**config.mk**
```make
export PLATFORM = sky130hd
export DESIGN_NAME = score_tick_unit
export DESIGN_NICKNAME = d
export VERILOG_FILES = /design/src/rtl/score_tick_unit.sv
export SDC_FILE = /design/constraint.sdc
export NUM_CORES = 1
export LEC_CHECK = 0
export ABC_AREA = 1
export CORE_ASPECT_RATIO = 0.75
export CORE_MARGIN = 2
export CORE_UTILIZATION = 55
export CTS_CLUSTER_SIZE = 28
export DETAILED_ROUTE_END_ITERATION = 10
export HOLD_SLACK_MARGIN = 0.03
export PLACE_DENSITY = 0.82
export SKIP_LAST_GASP = 1
export SYNTH_ARGS = -nofsm -noshare
export SYNTH_HDL_FRONTEND = slang
export SYNTH_SLANG_ARGS = --single-unit
```
**constraint.sdc**
```tcl
create_clock -name clock -period 2.2 [get_ports clock]
set_input_delay 0.44 -clock clock [delete_from_list [all_inputs] [get_ports clock]]
set_output_delay 0.44 -clock clock [all_outputs]
set_load 0.05 [all_outputs]
```
**src/rtl/score_tick_unit.sv**
```systemverilog
// Score/tick timing cluster: rising-edge detector on sinal, modulo-M event
// counter with wrap tick, and a saturating score counter driven by that tick.
module score_tick_unit #(
  parameter int M    = 30000,
  parameter int N    = 32,
  parameter int MAX  = 7,
  parameter int NMAX = 3
) (
  input  logic            clock,
  input  logic            reset,
  input  logic            clear,
  input  logic            sinal,
  input  logic            conta,
  output logic            pulso,
  output logic [N-1:0]    q_mod,
  output logic            fim_mod,
  output logic            meio_mod,
  output logic            tick,
  output logic [NMAX-1:0] q_max,
  output logic            fim_max
);

  localparam logic [N-1:0]    LAST_MOD = N'(M - 1);
  localparam logic [N-1:0]    HALF_MOD = N'(M / 2 - 1);
  localparam logic [NMAX-1:0] SAT_MAX  = NMAX'(MAX);

  logic prev;

  // prev clears to 0 so a sinal already high at reset release still pulses once
  always_ff @(posedge clock or posedge reset) begin
    if (reset) prev <= 1'b0;
    else       prev <= sinal;
  end

  assign pulso = sinal & ~prev;

  always_ff @(posedge clock or posedge reset) begin
    if (reset)      q_mod <= '0;
    else if (clear) q_mod <= '0;
    else if (conta) q_mod <= fim_mod ? '0 : q_mod + N'(1);
  end

  assign fim_mod  = (q_mod == LAST_MOD);
  assign meio_mod = (q_mod == HALF_MOD);
  assign tick     = conta & fim_mod;

  // clear wins over a simultaneous tick, so a wrap during clear is not scored
  always_ff @(posedge clock or posedge reset) begin
    if (reset)                        q_max <= '0;
    else if (clear)                   q_max <= '0;
    else if (tick && q_max < SAT_MAX) q_max <= q_max + NMAX'(1);
  end

  assign fim_max = (q_max == SAT_MAX);

endmodule

```
# Yosys cells after proc, flatten, opt, wreduce, memory -nomap -nowiden
# Cells that the tools add are included.
# word_totals
register_bits	36
inputBits	5
elab_cells	20
# classes
add_sub_neg	2
n_lt_le_gt_ge	1
eq_ne	3
muxes	5
n_bitwise	3
n_reduce_logical	3
# op_table
op	n
32-bit 2-to-1 mux	3
32-bit by 1-bit adder with 32-bit output (second input constant)	1
32-bit by 14-bit == test with 1-bit output (second input constant)	1
32-bit by 15-bit == test with 1-bit output (second input constant)	1
3-bit 2-to-1 mux	2
2-bit nonzero test	2
3-bit by 1-bit adder with 3-bit output (second input constant)	1
3-bit == test (second input constant)	1
3-bit less-than comparator (second input constant)	1
1-bit bitwise AND	2
1-bit logical AND	1
1-bit NOT	1

# Logic depth before layout (Yosys ltp)
# Gate-level depths: netlist (run 1).
# logic_depth
word_depth	5
mapped_depth	10
ltp_nobuf	10

# Least setup slack after synthesis (run 1)
# Ideal clock, no wire load.
# synth_timing
path_type	register -> output
startpoint	register q_mod[1]
endpoint	output port meio_mod
arrival_time_ns	2.649
t_required_ns	1.760
setup_slack_ns	-0.889
path_stages_with_launch	6
cell_sequence	dfrtp_1 > ha_1 > nand2_2 > inv_1 > nand3b_1 > nor4_1
# synth_between
elab_chain_len	1
# synth_rtl
element	line_no	source
from (decl)	15	output logic [N-1:0] q_mod,
from (signal assigned)	40	else if (conta) q_mod <= fim_mod ? '0 : q_mod + N'(1);
32-bit by 14-bit == test with 1-bit output	44	assign meio_mod = (q_mod == HALF_MOD);
to (decl)	17	output logic meio_mod,
# Every way passes these cells.

# Worst setup path after layout (run 1)
# layout_timing
startpoint	register q_mod[0]
endpoint	output port tick
# layout_between
elab_chain_len	2
# layout_rtl
element	line_no	source
32-bit by 15-bit == test with 1-bit output	43	assign fim_mod = (q_mod == LAST_MOD);
1-bit bitwise AND	45	assign tick = conta & fim_mod;
to (decl)	18	output logic tick,
# Every way passes these cells.

==> flow_summary_export.csv, run 1 <==
group,metric,value,unit
run_status,status,"finished, final reports clean",
worst_setup_path,cp.buffers_inverters,2,
pwr,peakVddDrop,0.000274,V
timing,fin_skew,0.00967,ns
pwr,p_leak,1.43,nW
global_route,grt_max_degree,37,
worst_setup_path,critical_path.startpoint,"q_mod[0]",
timing,hold_viol_final,0,
worst_setup_path,cp_data_arrival_time,1.72,ns
timing,relSlewSlack,64.7,%
synthesis,netlist_instances,431,
die,coreArea,4520,µm²
clock_network,cts.clk_slew.worst_paths,0.07,ns
global_route,grt_busiest_layer,"met2",
worst_setup_path,critPathSlowestCell,"dfrtp_2",
clock_network,worstSkewPairLatency,0.30,ns
routing,dr.pass1.iters,5,
timing,min_period,2.16,ns
global_route,grt.met3_usage,6.59,%
global_route,grt_usage,31.2,%
timing,rsz0062_at_grt,"true",
worst_setup_path,reg2regPathDepth,11,
worst_setup_path,cp_top_family,"simple AND/OR/NAND/NOR gates",
timing,layout_setup_ws,0.0431,ns
synthesis,ys_seq_area_share,34.3,%
clock_network,clk_path_buf_depth,2,
timing,finalCritPeriodShare,98.0,%
global_route,grt_pass1_vias,2790,
timing,worst_pin_slew,0.528,ns
routing,vias,3012,
clock_network,root_buffer,"clkbuf_8",
worst_setup_path,path_common_cell,"nor2_4",
global_route,antenna_found_initial,0,
timing,max_freq,464,MHz
run,maxCapViolations,0,
placed_design,portBuffers,44,
layout,regArea,911,µm²
routing,drc,0,
layout,drive_gt1_share,10.4,%
routing,drtIter0Drc,348,
layout,postLayoutCellArea,3370,µm²
synthesis,yosysWarnings,0,
global_route,grt_pass1_wl,13300,µm
die,die_h,63.9,µm
worst_setup_path,cp_max_fo,4,
clock_network,clock-sinks,36,
timing,setup-tns-final,0,ns
synthesis,async_flop_share,100,%
routing,wl,7960,µm
clock_network,cts_tree,"done",
synthesis,synth_common_cells,"nand2_1 (126), nor2_1 (104), inv_1 (55)",
worst_setup_path,startpoint_type,"register",
routing,routed_via_density,5.50,
layout,instances_no_fill,548,
min_path,min_path_type,"in2async",
worst_setup_path,cp.required,1.76,ns
layout,nFillCells,368,
placed_design,dp_hpwl,6040,µm
die,die_x,83.9,µm
timing,timing.final.max_slew_violations,0,
worst_setup_path,crit_type,"reg2out",
synthesis,synth_seq_cells,36,
worst_setup_path,crit_cells,8,
routing,ant_nets,0,
synthesis,yosysTopAreaCell,"dfrtp_1",
clock_network,cts_hold_buf,0,
timing,hold_ws,0.540,ns
synthesis,synth.distinct_cells,30,
die,initial_core_util,58.2,%
die,rows,21,
layout,diodes,0,
synthesis,yosys-top-cells-area,"dfrtp_1 (34%), nand2_1 (18%), nor2_1 (15%), inv_1 (7.8%), nand3_1 (7.0%)",
synthesis,synth_top_cell_area_share,34.3,%
placed_design,place_area,3250,µm²
synthesis,synth_area_per_cell,6.10,µm²
synthesis,synth_top_flop_cell,"dfrtp_1",
clock_network,cts_buffers,5,
global_route,use_met2,49.7,%
layout,multi_input_area,1500,µm²
routing,routedWlPerCell,14.5,µm
pwr,power,1.25,mW
synthesis,synth_most_common_cell,"nand2_1",
die,die_area,5360,µm²
placed_design,dp_slack,0.233,ns
worst_setup_path,cpPeakStageDelay,0.39,ns
global_route,met1_usage,43.8,%
layout,final_nets,499,
clock_network,cts_max_level,2,
worst_setup_path,crit_path_end_kind,"output port",
layout,area_delta_synth_final,28.1,%
layout,final_util,74.6,%
global_route,gr-total-overflow,0,
die,pin_count,45,
pwr,pwr_density_cell,372,nW/µm²
worst_setup_path,reg2reg_from,"q_mod[0]",
placed_design,dp_cells,536,
synthesis,synth_edf_count,0,
synthesis,syn-num-nets,439,
worst_setup_path,crit_chain,"ha_2 > nand2_2 > nor2_4 > nand3_2 > nor2_4 > nand3_4 > inv_1 > buf_12",
placed_design,gp_congestion,0.962,
synthesis,synthesis.area,2630,µm²
timing,setup_violations,0,
cell type report:
cell class / count / share of cell area, %
Clock buffer: 6 / 2.15
Clock inverter: 1 / 0.149
Inverter: 59 / 6.57
Multi-Input combinational cell: 330 / 44.4
Sequential cell: 36 / 27.0
Tap cell: 57 / 2.12
Timing Repair Buffer: 59 / 17.6
path summary, 6_finish.rpt:
path	end	slack (ns)
worst max register to register	q_mod[14]	0.33
max in group asynchronous	q_mod[24]	1.29
worst min-delay path	prev	0.54
min in group clock	prev	0.61
worst min register to register	q_mod[19]	0.61
worst max-delay path	tick	0.04
kinds of logic after synthesis:
group                    Yosys count  share of synthesized area (%)
AND/OR/NAND/NOR                  309                           50.8
buffers and inverters             65                           9.61
flip-flops                        36                           34.3
AO/OA/AOI/OAI                     16                           3.28
adder cells (fa/ha/maj)            3                           1.43
XOR/XNOR                           2                          0.666
worst reg2reg max path: stages (launching register included):
cell and delay [ns]:
dfrtp_2 0.39, ha_2 0.19, nand2_2 0.12, nor2_4 0.16
nand3_2 0.10, nor2_4 0.14, nand3_4 0.08, buf_4 0.20
nand2_4 0.22, inv_1 0.08, nand2_1 0.06, inv_1 0.03
state kept, by name, summed over array words and instances (netlist names):
| register | cells |
|---|---|
| prev | 1 |
| q_mod | 32 |
| q_max | 3 |
power by group:
group / switching, mW / internal, mW / total [mW]
combinational: 0.0777 / 0.0435 / 0.121
sequential: 0.00508 / 0.668 / 0.673
clock: 0.245 / 0.215 / 0.461
repair_timing:
item | 4_1_cts | 5_1_grt
setup endpoints to repair | 2 | 3
pin swaps | 1 | 2
gates resized for setup | 1 | 8
setup buffers | 1 | 4
layout by cell type, fill, tap and decap left out, types with 2 or more instances in the layout:
cell type,n
clkdlybuf4s50_1,39
clkbuf_8,5
dfrtp_2,8
ha_1,2
nor2_1,103
xor2_1,2
buf_4,15
and2_1,2
nor2_2,5
inv_1,54
nand2_1,126
nand4_1,17
inv_2,4
o21ai_0,12
dfrtp_1,28
nand3_1,37
nor2_4,2
nor3_1,8
buf_12,4
nand3b_1,3
layer usage:
metal  vias to the layer above  part of all wire, %
met5                         -                    0
met4                         0                 0.89
met3                         9                   10
met2                       163                   44
met1                      1365                   45
li1                       1475                    -
No activity file was read; power rests on OpenSTA's default activity.
==> inputs of run 2 (changes only) <==
--- a/config.mk
+++ b/config.mk
@@ -17,3 +17,4 @@
 export SYNTH_ARGS = -nofsm -noshare
 export SYNTH_HDL_FRONTEND = slang
 export SYNTH_SLANG_ARGS = --single-unit
+export TNS_END_PERCENT = 1
==> run 2 against run 1 <==
  * Worst setup slack worse by 0.023 ns
  * Die area unchanged
  * Critical path type unchanged
  * Critical path depth down 2
  * Sequential share of layout area down 0.11 points
  * Maximum frequency down 1.1%
  * Wire length down 1.1%
  * Sequential cell count unchanged
  * Final cell count unchanged
  * Core utilization down 0.11 points
  * Clock power about the same
==> flow_summary_export.csv, run 2 (synthesized netlist as in run 1, its figures left out) <==
group,metric,value,unit
clock_network,cts.clk_slew.worst_paths,0.08,ns
pwr,switchingPower,325,µW
worst_setup_path,cp.required,1.76,ns
die,die_x,83.9,µm
layout,multi_input_area,1500,µm²
pwr,peakVddDrop,0.000274,V
timing,finalCritPeriodShare,99.1,%
timing,min_period,2.18,ns
global_route,grt_pass1_vias,2785,
layout,reg.largest.list,"q_mod: 32 flops, q_max: 3 flops, prev: 1 flops",
clock_network,worstSkewPairLatency,0.29,ns
pwr,p_int,927,µW
clock_network,clock-sinks,36,
routing,ant_nets,0,
global_route,grt_usage,31.1,%
clock_network,cts_hold_buf,0,
placed_design,dp_cells,536,
pwr,pwr_density_cell,372,nW/µm²
clock_network,cts_buffers,5,
timing,relSlewSlack,64.6,%
routing,routed_via_density,5.48,
layout,diodes,0,
layout,layout_common_cells,"nand2_1 (126), nor2_1 (103), inv_1 (55), clkdlybuf4s50_1 (39), nand3_1 (37)",
clock_network,root_buffer,"clkbuf_8",
routing,routedWlPerCell,14.4,µm
layout,drive_gt1_share,9.37,%
worst_setup_path,crit_type,"reg2out",
global_route,gr-total-overflow,0,
timing,worst_pin_slew,0.529,ns
clock_network,clk_path_buf_depth,2,
run,maxCapViolations,0,
routing,wl,7870,µm
run_status,status,"finished, final reports clean",
timing,setup_violations,0,
timing,max_freq,459,MHz
layout,area_delta_synth_final,27.9,%
global_route,antenna_found_initial,0,
clock_network,cts_tree,"done",
layout,regArea,906,µm²
global_route,grt_pass1_wl,13200,µm
timing,rsz0062_at_grt,"true",
pwr,power_frac_seq,53.7,%
pwr,p_leak,1.44,nW
timing,hold_ws,0.547,ns
die,initial_core_util,58.2,%
die,rows,21,
timing,timing.final.max_slew_violations,0,
pwr,power,1.25,mW
routing,drtIter0Drc,360,
die,die_h,63.9,µm
min_path,min_path_type,"in2async",
die,die_area,5360,µm²
worst_setup_path,cp_max_fo,7,
layout,final_nets,499,
timing,fin_skew,0.00765,ns
worst_setup_path,cp_data_arrival_time,1.74,ns
die,coreArea,4520,µm²
layout,instances_no_fill,548,
placed_design,portBuffers,44,
layout,largest_reg_flops,32,
worst_setup_path,crit_path_end_kind,"output port",
timing,hold_viol_final,0,
routing,dr.pass1.iters,5,
pwr,p_sw_share,26.0,%
global_route,grt_max_degree,37,
layout,layout_commonest_cell,"nand2_1",
layout,top_register,"q_mod",
placed_design,gp_congestion,0.962,
die,pin_count,45,
pwr,combPwrFrac,9.7,%
layout,nFillCells,366,
routing,drc,0,
worst_setup_path,startpoint_type,"register",
pwr,p_clk_share,36.6,%
routing,vias,3003,
placed_design,dp_hpwl,6040,µm
clock_network,cts_max_level,2,
==> run 2: area by class of cell <==
type                    instances  area share [%]
clock buffers                   6            2.16
inverters                      59            6.58
clock inverters                 1           0.149
flip-flops and latches         36            26.9
repair buffers                 59            17.6
well taps                      57            2.12
multi-input cells             330            44.5
==> run 2: what timing repair did <==
action	4_1_cts	5_1_grt
gates cloned	0	0
setup endpoints to repair	2	3
setup buffers	0	5
pin swaps	0	2
resized for setup	1	3
==> run 2: final timing paths <==
check	slack, ns	startpoint	cells after the start	endpoint
worst max-delay path	0.02	q_mod[22]	6	meio_mod
worst min-delay path	0.55	reset	3	q_mod[17]
worst max register to register	0.34	q_mod[0]	11	q_mod[14]
worst min register to register	0.63	q_max[1]	4	q_max[1]
max in group asynchronous	1.29	reset	3	q_mod[18]
min in group clock	0.61	sinal	1	prev
==> run 2: power by group through the flow <==
| stage | Combinational [mW] | Clock, mW | Sequential, mW |
|---|---|---|---|
| 2_1_floorplan | 0.0469 | 0 | 0.702 |
| 3_3_place_gp | 0.107 | 0 | 0.686 |
| 3_5_place_dp | 0.108 | 0 | 0.686 |
| 4_1_cts | 0.108 | 0.462 | 0.673 |
| 5_1_grt | 0.131 | 0.496 | 0.673 |
| 6_report | 0.121 | 0.458 | 0.673 |
==> run 2: per-stage QoR <==
stage                     setup TNS (ns)  setup WS [ns]  instance area (µm²)  utilization (%)
after floorplan                        0         0.0718                 2650                -
after global placement                 0          0.283                 3250             71.8
after detailed placement               0          0.233                 3250             71.8
after CTS                       -0.00911       -0.00911                 3320             73.5
after global routing              -0.117        -0.0427                 3360             74.4
final                                  0         0.0201                 3360             74.4
==> run 2: metal layers <==
layer	global-route usage, %	up-vias	wire length (µm)
met3	7.11	15	792
met4	7.86	0	86
met5	0	-	0
met1	43.5	1360	3500
li1	-	1469	-
met2	49.2	159	3490
==> run 2: worst max-delay path, stage by stage, from the launching register on <==
cell and delay [ns]:
dfrtp_1 0.47, nor2_1 0.13, nand2_1 0.08, nor2_1 0.12
nand2_1 0.15, nor4_4 0.31, buf_12 0.18
